[config.mk]
export PLATFORM = sky130hd
export DESIGN_NAME = mealy_bit_serializer
export DESIGN_NICKNAME = d
export VERILOG_FILES = /design/src/rtl/mealy_ser_pkg.sv /design/src/rtl/mealy_ser_buf.sv /design/src/rtl/mealy_bit_serializer.sv
export SDC_FILE = /design/constraint.sdc
export NUM_CORES = 1
export LEC_CHECK = 0
export ABC_CLOCK_PERIOD_IN_PS = 2820
export BUFFER_PORTS_ARGS = -buffer_cell sky130_fd_sc_hd__buf_4
export CORE_UTILIZATION = 60
export CTS_BUF_LIST = sky130_fd_sc_hd__clkbuf_4 sky130_fd_sc_hd__clkbuf_8
export DETAILED_ROUTE_END_ITERATION = 8
export PLACE_DENSITY = 0.91
export SYNTH_ARGS = -nofsm -noshare
export SYNTH_HDL_FRONTEND = slang
export SYNTH_SLANG_ARGS = --single-unit
[constraint.sdc]
create_clock -name clk -period 2.82 [get_ports clk]
set_clock_uncertainty 0.2 [all_clocks]
set_input_delay 0.282 -clock clk [delete_from_list [all_inputs] [get_ports clk]]
set_output_delay 0.282 -clock clk [all_outputs]
set_load 0.005 [all_outputs]
[src/rtl/mealy_ser_pkg.sv]
// Shared types and sizing helpers for the Mealy bit serializer.
// MEALY_SER_PARITY_EN adds one even-parity bit to each frame.
package mealy_ser_pkg;

  typedef enum logic [0:0] {
    StIdle,
    StShift
  } state_e;

`ifdef MEALY_SER_PARITY_EN
  localparam int unsigned ParityBits = 1;
`else
  localparam int unsigned ParityBits = 0;
`endif

  // Bit-counter width able to hold 0..frame_len-1, never narrower than one bit.
  function automatic int unsigned cnt_width(input int unsigned frame_len);
    if (frame_len <= 2) begin
      return 1;
    end
    return $clog2(frame_len);
  endfunction

endpackage

[src/rtl/mealy_ser_buf.sv]
// One-entry holding register for the word queued behind the frame in flight.
module mealy_ser_buf #(
  parameter int unsigned WIDTH = 8
) (
  input  logic             clk,
  input  logic             rst,
  input  logic             wr_en,
  input  logic [WIDTH-1:0] wr_data,
  input  logic             rd_en,
  output logic             full,
  output logic [WIDTH-1:0] data
);

  logic             full_q;
  logic [WIDTH-1:0] data_q;

  // A write while full is dropped so a stalled word is never overwritten.
  always_ff @(posedge clk) begin
    if (rst) begin
      full_q <= 1'b0;
      data_q <= '0;
    end else if (wr_en && !full_q) begin
      full_q <= 1'b1;
      data_q <= wr_data;
    end else if (rd_en) begin
      full_q <= 1'b0;
    end
  end

  assign full = full_q;
  assign data = data_q;

endmodule

[src/rtl/mealy_bit_serializer.sv]
// Parallel-to-serial framer feeding a Mealy detector; hold gates the outputs combinationally.
// MEALY_SER_PARITY_EN appends an even-parity bit after the data bits.
module mealy_bit_serializer
  import mealy_ser_pkg::*;
#(
  parameter int unsigned WIDTH     = 8,
  parameter bit          LSB_FIRST = 1'b1
) (
  input  logic             clk,
  input  logic             rst,
  input  logic [WIDTH-1:0] load_data,
  input  logic             load_valid,
  output logic             load_ready,
  input  logic             hold,
  output logic             x_out,
  output logic             x_valid,
  output logic             frame_start,
  output logic             frame_done,
  output logic             busy
);

  localparam int unsigned FrameLen = WIDTH + ParityBits;
  localparam int unsigned CntW     = cnt_width(FrameLen);
  localparam logic [CntW-1:0] LastCnt = CntW'(FrameLen - 1);

  state_e           state_q;
  logic [WIDTH-1:0] sr_q;
  logic [CntW-1:0]  cnt_q;
  logic             x_bit_q;
`ifdef MEALY_SER_PARITY_EN
  localparam logic [CntW-1:0] LastDataCnt = CntW'(WIDTH - 1);
  logic             parity_q;
`endif

  logic             buf_full;
  logic [WIDTH-1:0] buf_data;
  logic             buf_wr;
  logic             buf_rd;

  logic             in_shift;
  logic             advance;
  logic             frame_end;
  logic             accept;
  logic             start_direct;
  logic             reload;
  logic [WIDTH-1:0] new_word;
  logic [WIDTH-1:0] sr_shift;
  logic             next_bit;

  function automatic logic first_bit(input logic [WIDTH-1:0] w);
    return LSB_FIRST ? w[0] : w[WIDTH-1];
  endfunction

  assign in_shift  = (state_q == StShift);
  assign advance   = in_shift && !hold;
  assign frame_end = advance && (cnt_q == LastCnt);

  // Ready reflects BUF occupancy at the start of the cycle only.
  assign accept = load_valid && !buf_full;

  // With BUF empty at the last bit, a fresh word bypasses BUF and starts at once.
  assign start_direct = accept && (!in_shift || frame_end);
  assign buf_wr       = accept && in_shift && !frame_end;
  assign buf_rd       = frame_end && buf_full;
  assign reload       = start_direct || buf_rd;
  assign new_word     = buf_rd ? buf_data : load_data;

  always_comb begin
    if (LSB_FIRST) begin
      sr_shift = {1'b0, sr_q[WIDTH-1:1]};
    end else begin
      sr_shift = {sr_q[WIDTH-2:0], 1'b0};
    end
  end

  always_comb begin
    next_bit = first_bit(sr_shift);
`ifdef MEALY_SER_PARITY_EN
    if (cnt_q == LastDataCnt) begin
      next_bit = parity_q;
    end
`endif
  end

  mealy_ser_buf #(
    .WIDTH(WIDTH)
  ) u_buf (
    .clk    (clk),
    .rst    (rst),
    .wr_en  (buf_wr),
    .wr_data(load_data),
    .rd_en  (buf_rd),
    .full   (buf_full),
    .data   (buf_data)
  );

  always_ff @(posedge clk) begin
    if (rst) begin
      state_q  <= StIdle;
      sr_q     <= '0;
      cnt_q    <= '0;
      x_bit_q  <= 1'b0;
`ifdef MEALY_SER_PARITY_EN
      parity_q <= 1'b0;
`endif
    end else if (reload) begin
      state_q  <= StShift;
      sr_q     <= new_word;
      cnt_q    <= '0;
      x_bit_q  <= first_bit(new_word);
`ifdef MEALY_SER_PARITY_EN
      parity_q <= ^new_word;
`endif
    end else if (frame_end) begin
      state_q <= StIdle;
      sr_q    <= '0;
      cnt_q   <= '0;
      x_bit_q <= 1'b0;
    end else if (advance) begin
      sr_q    <= sr_shift;
      cnt_q   <= cnt_q + CntW'(1);
      x_bit_q <= next_bit;
    end
  end

  assign load_ready  = !buf_full;
  assign x_out       = x_bit_q;
  assign x_valid     = advance;
  assign frame_start = advance && (cnt_q == '0);
  assign frame_done  = frame_end;
  assign busy        = in_shift;

endmodule

==> results.txt, run 1 <==
----------------------------------------------------
[Layout]
  Antenna Cells ... 0
  Commonest non-fill, non-tap cell in the layout ... dfxtp_1
  Ratio of cells with drive above 1 in the final layout ... between 20 and 25%
  Commonest cells after routing, fill and taps aside ... dfxtp_1 (21), buf_4 (17), mux2i_1 (16), nand2_1 (8), nor2_1 (8)
  Layout area overhead ... 15.1%
  Net count of the finished layout ... 133
  Final core utilization ... approximately three quarters

[STA]
  Slew of the pin with the lowest slew margin ... slightly below 600 ps
  Maximum clock rate ... 0.473 GHz
  Final setup violation count ... 0
  Final period utilization ... about three quarters
  RSZ-0062 raised after global routing ... no
  Number of pins with negative max-slew slack in the final report ... 0
  Count of final hold-check violations ... 0
  Setup TNS ... 0 ps
  Worst max-slew margin expressed relative to the limit ... 60.4%
  Fin crit period ... around 2100 ps

[Clocking]
  Number of hold buffers added after cts ... 0
  Root buffer cell ... clkbuf_4
  Htree depth ... 1
  Number of buffers added by the clock tree synthesis step ... 3
  Count of cells resized by post-cts repair ... 0
  Clock transition at the register clock pins on the worst setup and hold paths after CTS ... between 100 and 150 ps
  Number of buffers inserted to repair setup after CTS ... 0
  Clock sinks ... 21
  TritonCTS clock tree ... done
  Bufs on Longest Clock Path ... 2
  Later-pin clock latency in the skew report ... just over 300 ps

[Logic synthesis]
  Post-synth top area cell ... dfxtp_1
  Synthesis warning total ... 0
  Synth Register Bits ... 21
  Portion of the post-synthesis area used by sequential elements ... between 40% and 50%
  Post-synthesis net count ... 116
  Fraction of synthesized cell area taken by the top area cell type ... between 40% and 50%
  Per-instance average area after synthesis ... approximately 9.6 um2
  Post-Syn Instances ... about 100
  Unique masters post-synth ... 26
  Largest cells by area after synthesis ... dfxtp_1 (43%), mux2i_1 (16%), a22oi_1 (4.6%)
  Mapped cell area ... approximately 970 um2

[Setup path]
  Start point of the critical path ... cnt_q[0]
  Kind of critical path ... flip-flop to flip-flop
  Critical R2R Capture ... u_buf.data[2]
  Maximum fanout count along the critical path ... 9
  Slack of the worst reg-to-reg path ... roughly 700 ps
  Termination of the worst setup path ... u_buf.data[2]
  Arr. time, crit path ... about 2100 ps
  CP required ... 2840 ps
  CP endpoint kind ... flip-flop
  Path depth of the worst reg2reg path ... 6
  Launch instance of the worst register-to-register path ... cnt_q[0]
  Worst Setup Start Kind ... flip-flop

[Flow run]
  Reported max-cap violation count ... 0

[Floorplan]
  Initial core utilization ... roughly 64%
  Total number of placement rows ... 14
  Area inside the core boundary ... between 0.0015 and 0.002 mm2
  Height of the chip ... between 40 and 50 um
  Horiz. Die Dim ... around 42 um
  Die Outline Area ... 0.00178 mm2
  Top-Level Pins ... 18

[Route]
  Met2 layer wire length in the routed design ... 900 um
  Average wire per cell in the routed design ... around 14 um
  Number of remaining DRC errors ... 0
  Via count ... between 700 and 800
  Initial DRT Pass Iterations ... 4
  Routed metal-1 wire length ... between 800 and 900 um
  Mean number of vias per cell ... roughly 5.9
  Detail Route met3 WL ... between 70 and 80 um
  Aggregate routed wire length ... 1850 um
  Highest metal used ... met4
  Count of nets left with antenna violations after detail routing ... 0
  DRT iter0 DRCs ... 13

[GRT]
  Initial antenna violation count ... 0
  Global route overflow ... 0
  Via count of the first global-routing pass ... 780
  Wire length of the first global-routing pass ... approximately 3300 um
  Gr usage total ... approximately 24%
  Maximum number of pins on one net before global-route repair ... 21

[Min path]
  Tightest Hold Check Type ... primary input to flip-flop

[Pwr]
  Maximum resistive drop on vdd ... around 0.46 mV
  Power per cell area ... about 500 mW/mm2
  Standby leakage power ... roughly 0.00055 uW

[Run status]
  Status ... complete, no violations

[Placement]
  Routability cong. ... ~0.83
  Buffers on Ports ... 17
  DP HPWL ... 1380 um

----------------------------------------------------
[worst max-delay path, stage by stage (launching register included)]
cell	delay (ps)
dfxtp_1	340
ha_1	200
ha_1	240
nand2b_1	150
nand4_1	500
mux2i_1	320
nor2_1	60
[synthesized netlist by cell type]
library cell,n
a211oi_1,2
a21oi_1,6
a21oi_2,1
a22oi_1,6
a311oi_1,1
and3b_1,1
buf_1,1
buf_2,2
buf_6,1
clkbuf_1,1
dfxtp_1,21
ha_1,3
inv_1,3
inv_2,1
mux2i_1,16
nand2_1,8
nand2_4,1
nand2b_1,4
nand3_1,1
nand4_1,1
nor2_1,8
nor2_2,1
nor3b_1,3
nor3b_2,1
o22ai_1,6
or3_1,1
[per-layer routing]
layer | up-vias | global-route usage (%)
met2 | 23 | 39.4
met3 | 5 | 6.47
met5 | - | 0
met4 | 0 | 9.38
li1 | 396 | -
met1 | 362 | 30.9
[cell type report]
cell class	count	area, um2
fill	108	389
multi-input combinational	71	507
inverter	4	15.0
clock buffer	3	22.5
sequential	21	420
tap	16	20.0
timing repair buffer	17	128
clock inverter	1	5.00
[flip-flops by register name, indices dropped and copies added, names as in the netlist]
register	flops
u_buf.data	8
sr_q	8
u_buf.full	1
busy	1
cnt_q	3
[per-stage QoR]
step	hold slack (ps)	instance area, um2	setup WS (ps)	power (uW)	cells
3_3_place_gp	262	1090	793	417	129
3_5_place_dp	275	1090	731	421	129
5_1_grt	21.9	1120	541	590	133
6_report	5.99	1120	704	564	133
4_1_cts	0.237	1120	717	567	133
2_1_floorplan	226	971	1080	387	101
[how the worst min path moves through the flow]
stage            startpoint       endpoint  slack, ps  cells past startpoint
6_report       load_data[6]  u_buf.data[6]          6                      3
5_1_grt        load_data[3]  u_buf.data[3]         20                      3
4_1_cts        load_data[6]  u_buf.data[6]        0.2                      3
3_5_place_dp       cnt_q[1]       cnt_q[1]        270                      2
3_3_place_gp       cnt_q[0]       cnt_q[0]        260                      2
2_1_floorplan  load_data[0]  u_buf.data[0]        230                      2
[logic make-up (layout without fill, tap and decap cells)]
logic type,count (synthesis),after routing,synth area share (%)
AO/OA/AOI/OAI,22,22,14.9
adder cells (fa/ha/maj),3,3,3.87
flip-flops,21,21,43.3
buffers and inverters,9,25,4.51
multiplexers,16,16,16.5
AND/OR/NAND/NOR,30,30,16.9
[power breakdown]
group          switching [uW]  total [uW]  leakage [uW]  internal [uW]
sequential               14.8         330      0.000172            315
combinational            42.2        85.3      0.000361           43.1
clock                    95.3         148     0.0000177           53.1
No activity file was read; power rests on OpenSTA's default activity.
==> inputs of run 2 (changes only) <==
--- a/config.mk
+++ b/config.mk
@@ -5,12 +5,13 @@
 export SDC_FILE = /design/constraint.sdc
 export NUM_CORES = 1
 export LEC_CHECK = 0
-export ABC_CLOCK_PERIOD_IN_PS = 2820
+export ABC_AREA = 1
+export ABC_CLOCK_PERIOD_IN_PS = 2000
 export BUFFER_PORTS_ARGS = -buffer_cell sky130_fd_sc_hd__buf_4
-export CORE_UTILIZATION = 60
+export CORE_UTILIZATION = 58
 export CTS_BUF_LIST = sky130_fd_sc_hd__clkbuf_4 sky130_fd_sc_hd__clkbuf_8
 export DETAILED_ROUTE_END_ITERATION = 8
-export PLACE_DENSITY = 0.91
+export PLACE_DENSITY = 0.87
 export SYNTH_ARGS = -nofsm -noshare
 export SYNTH_HDL_FRONTEND = slang
 export SYNTH_SLANG_ARGS = --single-unit
==> constraint.sdc (replaced) <==
create_clock -name clk -period 2 [get_ports clk]
set_clock_uncertainty 0.2 [all_clocks]
set_input_delay 0.2 -clock clk [delete_from_list [all_inputs] [get_ports clk]]
set_output_delay 0.2 -clock clk [all_outputs]
set_load 0.005 [all_outputs]
==> run 2 against run 1 <==
Synthesized area up 18%; synthesized cell count up 59%; cell area rose by 29%; via count rose by 56%; first-iteration DRC count increased to 3.8 times the previous value; sequential share of layout area is 8.3 points lower; wire length up 67%; utilization up 6.8 points; non-clock buffer count is 16 higher; clock power is 45% higher; sequential cell count did not move; critical endpoint is now frame_done.
==> results.txt, run 2 <==
----------------------------------------------------
[Run status]
  Status ... complete, no violations

[Setup path]
  Arr. time, crit path ... 1530 ps (-600 ps)
  CP required ... 1600 ps (-1240 ps)
  CP endpoint kind ... output pin
  Maximum fanout count along the critical path ... 8 (-1)
  Worst Setup Start Kind ... flip-flop
  Kind of critical path ... flip-flop to output pin

[Route]
  Number of remaining DRC errors ... 0 (unchanged)
  Count of nets left with antenna violations after detail routing ... 0 (unchanged)
  Aggregate routed wire length ... 3080 um (+67%)
  DRT iter0 DRCs ... 49 (+36)
  Initial DRT Pass Iterations ... 4 (unchanged)
  Average wire per cell in the routed design ... 14.2 um (+2.6%)
  Mean number of vias per cell ... 5.69 (-3.7%)
  Via count ... 1,229 (+56%)

[Floorplan]
  Total number of placement rows ... 15 (+1)
  Height of the chip ... 46.5 um (+10%)
  Top-Level Pins ... 18 (unchanged)
  Die Outline Area ... 0.00216 mm2 (+21%)
  Initial core utilization ... 64.3% (-0.17 points)
  Area inside the core boundary ... 0.00178 mm2 (+18%)
  Horiz. Die Dim ... 46.5 um (+10%)

[Pwr]
  Power per cell area ... 590 mW/mm2 (+17%)
  Maximum resistive drop on vdd ... 0.490 mV (+7.4%)
  Standby leakage power ... 0.000702 uW (+28%)

[Clocking]
  Clock sinks ... 21 (unchanged)
  Clock transition at the register clock pins on the worst setup and hold paths after CTS ... 110 ps (about the same)
  Root buffer cell ... clkbuf_4
  Bufs on Longest Clock Path ... 2 (unchanged)
  Later-pin clock latency in the skew report ... 290 ps (-20 ps)
  Htree depth ... 1 (unchanged)
  Number of buffers added by the clock tree synthesis step ... 3 (unchanged)
  TritonCTS clock tree ... done

[GRT]
  Gr usage total ... 29.4% (+5.0 points)
  Via count of the first global-routing pass ... 1,155 (+48%)
  Global route overflow ... 0 (unchanged)
  Initial antenna violation count ... 0 (unchanged)
  Wire length of the first global-routing pass ... 4570 um (+39%)
  Maximum number of pins on one net before global-route repair ... 20 (-4.8%)

[Logic synthesis]
  Post-synthesis net count ... 176 (+52%)
  Post-synth top area cell ... dfxtp_1
  Per-instance average area after synthesis ... 7.12 um2 (-26%)
  Post-Syn Instances ... 161 (+59%)
  Number of enable flip-flop cells after synthesis ... 0 (unchanged)
  Largest cells by area after synthesis ... dfxtp_1 (37%), nand2_1 (14%), nand4_1 (8.2%)
  Synth Register Bits ... 21 (unchanged)
  Portion of the post-synthesis area used by sequential elements ... 36.7% (-6.6 points)
  Top-count cell post-synth ... nand2_1
  Unique masters post-synth ... 21 (-19%)
  Synth Flop Type ... dfxtp_1
  Fraction of synthesized cell area taken by the top area cell type ... 36.7% (-6.6 points)
  Mapped cell area ... 0.00115 mm2 (+18%)
  Most common library cells after synthesis ... nand2_1 (42), dfxtp_1 (21), inv_1 (16), nand3_1 (16)
  Async set-reset flop share out of synthesis ... 0% (unchanged)
  Synthesis warning total ... 0 (unchanged)

[STA]
  Slew of the pin with the lowest slew margin ... 430 ps (-162 ps)
  Final setup violation count ... 0 (unchanged)
  Count of final hold-check violations ... 0 (unchanged)
  Fin crit period ... 1930 ps
  Worst max-slew margin expressed relative to the limit ... 71.3% (+11 points)
  Final hold slack ... 59.9 ps (+53.9 ps)
  Maximum clock rate ... 0.519 GHz
  Final period utilization ... 96.4%
  RSZ-0062 raised after global routing ... no
  Setup TNS ... 0 ps (unchanged)
  Number of pins with negative max-slew slack in the final report ... 0 (unchanged)

[Layout]
  Commonest cells after routing, fill and taps aside ... nand2_1 (41), buf_4 (24), dfxtp_1 (19), inv_1 (16), nand3_1 (16)
  Antenna Cells ... 0 (unchanged)
  Filler-free cell count of the finished design ... 216 (+62%)
  Area of all placed cells without fillers ... 0.00144 mm2 (+29%)
  Net count of the finished layout ... 207 (+56%)
  Final core utilization ... 81.0% (+6.8 points)
  Layout area overhead ... 26.0%
  Commonest non-fill, non-tap cell in the layout ... nand2_1
  Ratio of cells with drive above 1 in the final layout ... 23.6% (+1.3 points)

[Flow run]
  Reported max-cap violation count ... 0 (unchanged)

[Placement]
  DP HPWL ... 1880 um (+37%)
  Cell total after placement ... 199 (+54%)
  Routability cong. ... 0.897 (+7.7%)
  Cell area after placement ... 0.00127 mm2 (+16%)
  Buffers on Ports ... 17 (unchanged)

[Min path]
  Tightest Hold Check Type ... primary input to flip-flop

----------------------------------------------------
## run 2: cell types whose count changed after synthesis, moves of 7 or more
cell,before,now
nand2_1,8,42
mux2i_1,16,0
nand3_1,1,16
nand4_1,1,15
inv_1,3,16
o21ai_0,0,8
nor2_1,8,15
## run 2: where the power goes
part	total [uW]	internal [uW]	switching [uW]
Combinational	172	76.2	96.1
Clock	214	91.0	123
Sequential	465	445	19.9
Total	852	613	239
## run 2: final timing paths
check        startpoint         end  cells after the start  slack [ps]
max            cnt_q[0]  frame_done                      6          70
min                hold    cnt_q[0]                      4          60
max reg2reg    cnt_q[0]     sr_q[2]                     10         150
min reg2reg    cnt_q[1]    cnt_q[1]                      2         300
## run 2: cell type report
cell class	count	area [um2]
Inverter	19	73.8
Tap cell	25	31.3
Multi-Input combinational cell	114	616
Fill cell	117	339
Clock buffer	4	30.0
Sequential cell	21	423
Timing Repair Buffer	33	270
## run 2: through the flow
step,power [uW],setup WS (ps)
after global placement,609,151
after global routing,895,11.1
final,852,72.7
after detailed placement,616,69.5
after floorplan,568,297
after CTS,841,4.07
## run 2: what timing repair did
item / in CTS / in global routing
endpoints found under the setup margin: 1 / 9
setup buffers: 0 / 4
pin swaps: 0 / 1
hold endpoints to repair: 11 / 0
gates resized for setup: 1 / 6
hold buffers: 9 / 0
## run 2: cell families (layout without fill, tap and decap cells)
family                   count (synthesis)  after routing  synth area share, %
AO/OA/AOI/OAI                           16             16                 8.30
adder cells (fa/ha/maj)                  3              3                 3.28
buffers and inverters                   26             56                 11.6
flip-flops                              21             21                 36.7
AND/OR/NAND/NOR                         95             95                 40.2
## run 2: critical path: stages, from the launching register on
cell	delay [ps]
dfxtp_2	370
ha_2	190
ha_4	180
inv_4	40
buf_4	160
nor2_2	160
buf_4	130
## run 2: per-layer routing
layer  wire length (um)  track usage, %
met1               1150            31.7
met2               1590            55.8
met3                266            3.53
met4                 71            12.4
met5                  0               0
